==> config.mk <==
export PLATFORM = sky130hd
export DESIGN_NAME = brick_map_ctrl_flat
export DESIGN_NICKNAME = d
export VERILOG_FILES = /design/src/rtl/brick_map_ctrl_if.sv /design/src/rtl/brick_map_ctrl.sv /design/src/flat_wrapper.sv
export SDC_FILE = /design/constraint.sdc
export NUM_CORES = 2
export LEC_CHECK = 0
export CELL_PAD_IN_SITES_DETAIL_PLACEMENT = 0
export CELL_PAD_IN_SITES_GLOBAL_PLACEMENT = 1
export CORE_AREA = 2 2 503 505
export DETAILED_ROUTE_END_ITERATION = 16
export DIE_AREA = 0 0 505 507
export PLACE_DENSITY_LB_ADDON = 0.1
export SLEW_MARGIN = 20
export SYNTH_ARGS = -nofsm -noshare
export SYNTH_HDL_FRONTEND = slang
export SYNTH_SLANG_ARGS = --single-unit
==> constraint.sdc <==
create_clock -name frame_clk -period 39.7 [get_ports frame_clk]
set_input_delay 7.94 -clock frame_clk [delete_from_list [all_inputs] [get_ports frame_clk]]
set_output_delay 7.94 -clock frame_clk [all_outputs]
set_load 0.01 [all_outputs]
==> src/rtl/brick_map_ctrl_if.sv <==
// Bus between the brick map controller and the level ROM, the tank block and the HUD.
interface brick_map_ctrl_if;
  localparam int unsigned ROWS   = 30;
  localparam int unsigned COLS   = 40;
  localparam int unsigned ADDR_W = 5;
  localparam int unsigned POS_W  = 10;
  localparam int unsigned DIR_W  = 4;
  localparam int unsigned CNT_W  = 11;

  logic              level_reload;
  logic [ADDR_W-1:0] level_rom_addr;
  logic [COLS-1:0]   level_rom_data;
  logic              bullet_active;
  logic [POS_W-1:0]  bullet_x;
  logic [POS_W-1:0]  bullet_y;
  logic [DIR_W-1:0]  bullet_dir;
  logic [COLS-1:0]   brick_map [0:ROWS-1];
  logic              map_ready;
  logic              brick_hit;
  logic [CNT_W-1:0]  bricks_remaining;

  // Controller side
  modport slave (
    input  level_reload, level_rom_data,
    input  bullet_active, bullet_x, bullet_y, bullet_dir,
    output level_rom_addr, brick_map, map_ready, brick_hit, bricks_remaining
  );

  // Environment side (ROM, tank block, HUD)
  modport master (
    output level_reload, level_rom_data,
    output bullet_active, bullet_x, bullet_y, bullet_dir,
    input  level_rom_addr, brick_map, map_ready, brick_hit, bricks_remaining
  );
endinterface

==> src/rtl/brick_map_ctrl.sv <==
// Brick map owner: loads a level from the ROM, clears bricks hit by the player bullet.
module brick_map_ctrl #(
  parameter int unsigned ROWS        = 30,
  parameter int unsigned COLS        = 40,
  parameter int unsigned BULLET_STEP = 4,
  parameter int unsigned BULLET_SIZE = 8
) (
  input logic             frame_clk,
  input logic             Reset,
  brick_map_ctrl_if.slave bus
);

  localparam int unsigned LOAD_W = 5;
  localparam int unsigned POS_W  = 10;
  localparam int unsigned CELL_W = 7;
  localparam int unsigned CNT_W  = 11;
  localparam int unsigned HIT_W  = 3;
  localparam int unsigned ROW_IW = $clog2(ROWS);
  localparam int unsigned COL_IW = $clog2(COLS);

  localparam logic [0:0] S_LOAD = 1'b0;
  localparam logic [0:0] S_RUN  = 1'b1;

  logic [0:0]        state_q, state_d;
  logic [LOAD_W-1:0] load_cnt_q, load_cnt_d;
  logic [COLS-1:0]   brick_map_q [0:ROWS-1];
  logic [COLS-1:0]   brick_map_d [0:ROWS-1];
  logic              map_ready_q, map_ready_d;
  logic              brick_hit_q, brick_hit_d;
  logic [CNT_W-1:0]  remaining_q, remaining_d;

  logic [POS_W-1:0]  dx, dy, px, py;
  logic [POS_W:0]    px_end, py_end;
  logic [CELL_W-1:0] r0, r1, c0, c1;
  logic              r0_v, r1_v, c0_v, c1_v, r1_dup;
  logic [COL_IW-1:0] c0_bit, c1_bit;
  logic [COLS-1:0]   col_mask, row0, row1;
  logic [HIT_W-1:0]  hit_cnt;

  // Probe footprint one bullet step ahead; far edges kept one bit wider so they never wrap into range
  always_comb begin
    dx = '0;
    dy = '0;
    case (bus.bullet_dir)
      4'b0001: dy = POS_W'(0) - POS_W'(BULLET_STEP);
      4'b0010: dy = POS_W'(BULLET_STEP);
      4'b0100: dx = POS_W'(0) - POS_W'(BULLET_STEP);
      4'b1000: dx = POS_W'(BULLET_STEP);
      default: ;
    endcase
    px     = bus.bullet_x + dx;
    py     = bus.bullet_y + dy;
    px_end = {1'b0, px} + (POS_W+1)'(BULLET_SIZE - 1);
    py_end = {1'b0, py} + (POS_W+1)'(BULLET_SIZE - 1);
    c0     = {1'b0, px[POS_W-1:4]};
    c1     = px_end[POS_W:4];
    r0     = {1'b0, py[POS_W-1:4]};
    r1     = py_end[POS_W:4];
    c0_v   = c0 < CELL_W'(COLS);
    c1_v   = c1 < CELL_W'(COLS);
    r0_v   = r0 < CELL_W'(ROWS);
    r1_v   = r1 < CELL_W'(ROWS);
    r1_dup = r1 == r0;
    c0_bit = COL_IW'(COLS - 1) - c0[COL_IW-1:0];
    c1_bit = COL_IW'(COLS - 1) - c1[COL_IW-1:0];
    col_mask = '0;
    if (c0_v) col_mask[c0_bit] = 1'b1;
    if (c1_v) col_mask[c1_bit] = 1'b1;
    row0 = r0_v ? brick_map_q[r0[ROW_IW-1:0]] : '0;
    row1 = (r1_v && !r1_dup) ? brick_map_q[r1[ROW_IW-1:0]] : '0;
    hit_cnt = HIT_W'($countones(row0 & col_mask)) + HIT_W'($countones(row1 & col_mask));
  end

  // Next-state: reload clears and restarts, LOAD streams ROM rows, RUN clears struck bricks
  always_comb begin
    state_d     = state_q;
    load_cnt_d  = load_cnt_q;
    brick_map_d = brick_map_q;
    map_ready_d = map_ready_q;
    brick_hit_d = 1'b0;
    remaining_d = remaining_q;
    if (bus.level_reload) begin
      state_d     = S_LOAD;
      load_cnt_d  = '0;
      map_ready_d = 1'b0;
      remaining_d = '0;
      for (int r = 0; r < ROWS; r++) brick_map_d[r] = '0;
    end else begin
      case (state_q)
        S_LOAD: begin
          load_cnt_d = load_cnt_q + LOAD_W'(1);
          if (load_cnt_q != '0) begin
            brick_map_d[load_cnt_q - LOAD_W'(1)] = bus.level_rom_data;
            remaining_d = remaining_q + CNT_W'($countones(bus.level_rom_data));
          end
          if (load_cnt_q == LOAD_W'(ROWS)) begin
            state_d     = S_RUN;
            map_ready_d = 1'b1;
          end
        end
        default: begin
          if (bus.bullet_active) begin
            for (int r = 0; r < ROWS; r++) begin
              if ((r0_v && r0 == CELL_W'(r)) || (r1_v && r1 == CELL_W'(r)))
                brick_map_d[r] = brick_map_q[r] & ~col_mask;
            end
            remaining_d = (remaining_q > CNT_W'(hit_cnt)) ? remaining_q - CNT_W'(hit_cnt) : '0;
            brick_hit_d = hit_cnt != '0;
          end
        end
      endcase
    end
  end

  // State registers with synchronous reset
  always_ff @(posedge frame_clk) begin
    if (Reset) begin
      state_q     <= S_LOAD;
      load_cnt_q  <= '0;
      map_ready_q <= 1'b0;
      brick_hit_q <= 1'b0;
      remaining_q <= '0;
      for (int r = 0; r < ROWS; r++) brick_map_q[r] <= '0;
    end else begin
      state_q     <= state_d;
      load_cnt_q  <= load_cnt_d;
      map_ready_q <= map_ready_d;
      brick_hit_q <= brick_hit_d;
      remaining_q <= remaining_d;
      for (int r = 0; r < ROWS; r++) brick_map_q[r] <= brick_map_d[r];
    end
  end

  assign bus.level_rom_addr   = (state_q == S_LOAD) ? load_cnt_q : '0;
  assign bus.brick_map        = brick_map_q;
  assign bus.map_ready        = map_ready_q;
  assign bus.brick_hit        = brick_hit_q;
  assign bus.bricks_remaining = remaining_q;

endmodule

==> src/flat_wrapper.sv <==
// flat-port wrapper written by rule: the top's interface ports become plain ports
module brick_map_ctrl_flat 
#(
  parameter int unsigned ROWS        = 30,
  parameter int unsigned COLS        = 40,
  parameter int unsigned BULLET_STEP = 4,
  parameter int unsigned BULLET_SIZE = 8
)
  (frame_clk, Reset, bus_level_reload, bus_level_rom_data, bus_bullet_active, bus_bullet_x, bus_bullet_y, bus_bullet_dir, bus_level_rom_addr, bus_brick_map, bus_map_ready, bus_brick_hit, bus_bricks_remaining);
  brick_map_ctrl_if bus_i ();
  input logic frame_clk;
  input logic Reset;
  input wire logic [$bits(bus_i.level_reload)-1:0] bus_level_reload;
  input wire logic [$bits(bus_i.level_rom_data)-1:0] bus_level_rom_data;
  input wire logic [$bits(bus_i.bullet_active)-1:0] bus_bullet_active;
  input wire logic [$bits(bus_i.bullet_x)-1:0] bus_bullet_x;
  input wire logic [$bits(bus_i.bullet_y)-1:0] bus_bullet_y;
  input wire logic [$bits(bus_i.bullet_dir)-1:0] bus_bullet_dir;
  output wire logic [$bits(bus_i.level_rom_addr)-1:0] bus_level_rom_addr;
  output wire logic [$bits(bus_i.brick_map)-1:0] bus_brick_map;
  output wire logic [$bits(bus_i.map_ready)-1:0] bus_map_ready;
  output wire logic [$bits(bus_i.brick_hit)-1:0] bus_brick_hit;
  output wire logic [$bits(bus_i.bricks_remaining)-1:0] bus_bricks_remaining;
  assign bus_i.level_reload = bus_level_reload;
  assign bus_i.level_rom_data = bus_level_rom_data;
  assign bus_i.bullet_active = bus_bullet_active;
  assign bus_i.bullet_x = bus_bullet_x;
  assign bus_i.bullet_y = bus_bullet_y;
  assign bus_i.bullet_dir = bus_bullet_dir;
  assign bus_level_rom_addr = bus_i.level_rom_addr;
  assign bus_brick_map = {>>{bus_i.brick_map}};
  assign bus_map_ready = bus_i.map_ready;
  assign bus_brick_hit = bus_i.brick_hit;
  assign bus_bricks_remaining = bus_i.bricks_remaining;
  brick_map_ctrl #(.ROWS(ROWS), .COLS(COLS), .BULLET_STEP(BULLET_STEP), .BULLET_SIZE(BULLET_SIZE)) u_core (.frame_clk(frame_clk), .Reset(Reset), .bus(bus_i));
endmodule
==> results.py <==
metrics = {
    "grt": {
        "grt_pass1_vias": 77260,
        "grt_usage": 0.4533,
        "grt_pass1_wl_um": 787400,
        "antenna_found_initial": 102,
        "grt_max_degree": 199,
        "grt_overflow": 0,
    },
    "synth": {
        "yosysSeqAreaShare": 0.3523,
        "yosys_warnings": 0,
        "synth_nets": 8943,
        "synth_edf_count": 0,
        "async_reset_ff_frac": 0,
        "syn_area_um2": 69270,
        "synthFlopType": "dfxtp_1",
        "avgSynthCellArea_um2": 7.986,
        "ys_ff_latch": 1219,
        "synthCells": 8674,
        "yosysUniqueCellTypes": 102,
    },
    "timing": {
        "slew_headroom": 0.04862,
        "setup_violations": 0,
        "worst_pin_slew_ns": 1.412,
        "fin_crit_sh": 0.5546,
        "hold_viol": 0,
        "timing.final.ws_setup_ns": 17.68,
        "min_period_ns": 22.02,
        "slew_viol_final": 0,
        "fin_tns_setup_ns": 0,
        "rsz0062_at_grt": "false",
        "skew_ns": 0.04055,
        "fmax_ghz": 0.04541,
    },
    "min_path": {
        "holdPathStages": 2,
        "hold_path.class": "flip-flop to flip-flop",
        "worstHoldStart": "u_core.bus.brick_map[623]",
    },
    "layout": {
        "synthToLayoutAreaGrowth_pct": 32.98,
        "multiInputGateArea_um2": 41940,
        "seq_area_um2": 24410,
        "nNetsFinal": 9840,
        "fillers": 25810,
        "layout-drive-gt1-share": 0.1127,
    },
    "placement": {
        "pre_cts_ws_ns": 17.14,
        "gp_congestion": 1.070,
        "port_buffers": 1285,
        "hpwl_um": 449700,
    },
    "detailed_routing": {
        "vias": 86970,
        "post_drt_via_cell_ratio": 6.643,
        "ant_nets": 0,
        "drc": 0,
        "routed_wl_um": 608500,
        "dr.pass1.iters": 6,
        "avgRoutedWirePerCell_um": 46.48,
        "dr.first_iter.drc_count": 15990,
    },
    "worst_setup_path": {
        "crit_slowest_cell": "buf_4",
        "cp_common_cell": "fa_1",
        "critPathMaxStageDelay_ns": 0.66,
        "worstPathArrival_ns": 22.73,
        "cp-end-kind": "flip-flop",
        "startpoint": "bus_bullet_dir[1]",
        "crit_path_start_kind": "input port",
        "path_class": "input port to flip-flop",
        "reg2reg_from": "u_core.bus.brick_map[691]",
        "cp.required_ns": 40.41,
        "r2r_cells": 34,
        "worstPathMaxFanout": 108,
    },
    "die": {
        "start_util": 0.2765,
        "core_um2": 250500,
        "pin_count": 1286,
        "die_area_um2": 256000,
        "dieWidth_um": 505,
        "die_y_um": 507,
        "rows": 184,
    },
    "pwr": {
        "power_density_nw_per_um2": 40.92,
        "p_leak_nw": 29.34,
        "irDropWorstVdd_v": 0.00006993,
    },
    "cts": {
        "ctsHoldBuffers": 0,
        "cts_buffers": 153,
        "clkTransAtPathRegs_ns": 0.06,
        "postCtsSetupRepairBufs": 0,
        "cts_tree": "built",
        "h-tree-depth": 4,
        "clock_tree.buffer_depth": 3,
        "cts_resized": 0,
        "cts-root-buf": "clkbuf_16",
        "cts.sink_count": 1219,
        "clk_latency_ns": 0.86,
    },
    "outcome": {
        "status": "finished clean",
    },
    "flow_run": {
        "maxCapViolCount": 0,
    },
}
## power breakdown
| group | switching, mW | leakage, nW | internal, mW |
|---|---|---|---|
| Combinational | 0.732 | 17.0 | 0.302 |
| Clock | 0.644 | 2.56 | 0.860 |
| Sequential | 0.00615 | 9.81 | 1.23 |
## per-stage QoR
| stage | util | hold slack, ns | instances | power, mW | area [µm²] |
|---|---|---|---|---|---|
| finish | 0.3678 | 0.5014 | 13090 | 3.769 | 92110 |
| global route | 0.3673 | 0.5187 | 13040 | 3.848 | 92000 |
| CTS | 0.3669 | 0.4976 | 13040 | 3.729 | 91900 |
| detailed placement | 0.3463 | 0.4925 | 12760 | 2.249 | 86730 |
| global placement | 0.3459 | 0.4845 | 12760 | 2.248 | 86650 |
| floorplan | - | 0.4908 | 8674 | 1.819 | 69270 |
## critical path: cells and delay by family
| kind | cells | cell delay [ns] |
|---|---|---|
| adder cells (fa/ha/maj) | 13 | 5.64 |
| buffers and inverters | 11 | 3.43 |
| AO/OA/AOI/OAI | 11 | 3.33 |
| XOR/XNOR | 6 | 1.15 |
| AND/OR/NAND/NOR | 4 | 1.05 |
## area by class of cell
| class | count | area share |
|---|---|---|
| antenna | 52 | 0.001413 |
| clock buffer | 219 | 0.04865 |
| clock inverter | 56 | 0.007484 |
| inverter | 199 | 0.008136 |
| multi-input combinational | 6380 | 0.4553 |
| sequential | 1219 | 0.2650 |
| tap | 3348 | 0.04548 |
| timing repair buffer | 1618 | 0.1685 |
## cell usage after synthesis (all sizes together) (10+ instances only)
cell type  number  share of area
a211oi         61         0.0083
dfxtp        1219           0.35
o31ai          17         0.0019
a21boi         14         0.0015
and2           17         0.0015
nand2        1505          0.082
a2111oi        20         0.0026
nor2b          54         0.0049
a211o          11         0.0014
nand3         305          0.022
buf           177          0.012
a31oi         125          0.011
nor4           27         0.0033
o21a           13         0.0014
or4            28         0.0030
clkbuf        699          0.038
a221oi         93          0.012
o311ai         26         0.0034
xor2           12         0.0016
xnor2          47         0.0063
nand2b         10        0.00090
o21ai        1936           0.14
and3           31         0.0028
o22ai         180          0.016
mux4          276          0.090
nor3           72         0.0053
a311oi         22         0.0029
nor2          154         0.0085
mux2i          18         0.0028
o22a           25         0.0032
inv           198          0.011
mux2           21         0.0035
a21oi         668          0.049
fa             96          0.028
o211ai         96          0.011
a32o           24         0.0035
a22oi          18         0.0020
or3            10        0.00098
ha            105          0.019
o221ai        153          0.019
## metal layers
metal | vias up | track usage | wire, µm
li1 | 33580 | - | -
met1 | 44360 | 0.5867 | 234500
met2 | 7655 | 0.6475 | 249600
met3 | 1315 | 0.1692 | 83960
met4 | 60 | 0.2452 | 39650
met5 | - | 0.01019 | 757
## layout by cell type (no fill, tap or decap), types with 150 or more instances in the layout
| cell | n |
|---|---|
| o221ai_1 | 150 |
| clkbuf_16 | 157 |
| mux4_2 | 276 |
| o22ai_1 | 175 |
| a21oi_1 | 650 |
| buf_4 | 320 |
| inv_1 | 195 |
| o21ai_0 | 1839 |
| dfxtp_1 | 1218 |
| nand2_1 | 1494 |
| nand3_1 | 303 |
| clkdlybuf4s50_1 | 1285 |
## sequential cells by signal (all words and copies together), names as in the netlist
signal	flops
u_core.bus.brick_map	1200
u_core.bus.bricks_remaining	11
u_core.load_cnt_q	5
u_core.state_q	1
u_core.bus.map_ready	1
u_core.bus.brick_hit	1
## kinds of logic (layout without fill, tap and decap cells)
logic type,Yosys count,count (layout),synth area share
AOI/OAI and AO/OA,3559,3559,0.2979
xor gates and xnor gates,60,60,0.008273
adders and majority gates,201,201,0.04671
buffers and inverters,1075,2092,0.06037
DFF,1219,1219,0.3523
muxes,315,315,0.09597
other,0,52,0
and+or+nand+nor,2245,2245,0.1385
## worst paths after layout
kind / end / slack, ns
worst max-delay path: u_core.bus.bricks_remaining[4] / 17.68
worst min-delay path: u_core.bus.brick_map[623] / 0.50
worst max register to register: u_core.bus.bricks_remaining[4] / 29.16
worst min register to register: u_core.bus.brick_map[623] / 0.50
Note: power is estimated with default switching activity, not from simulation.
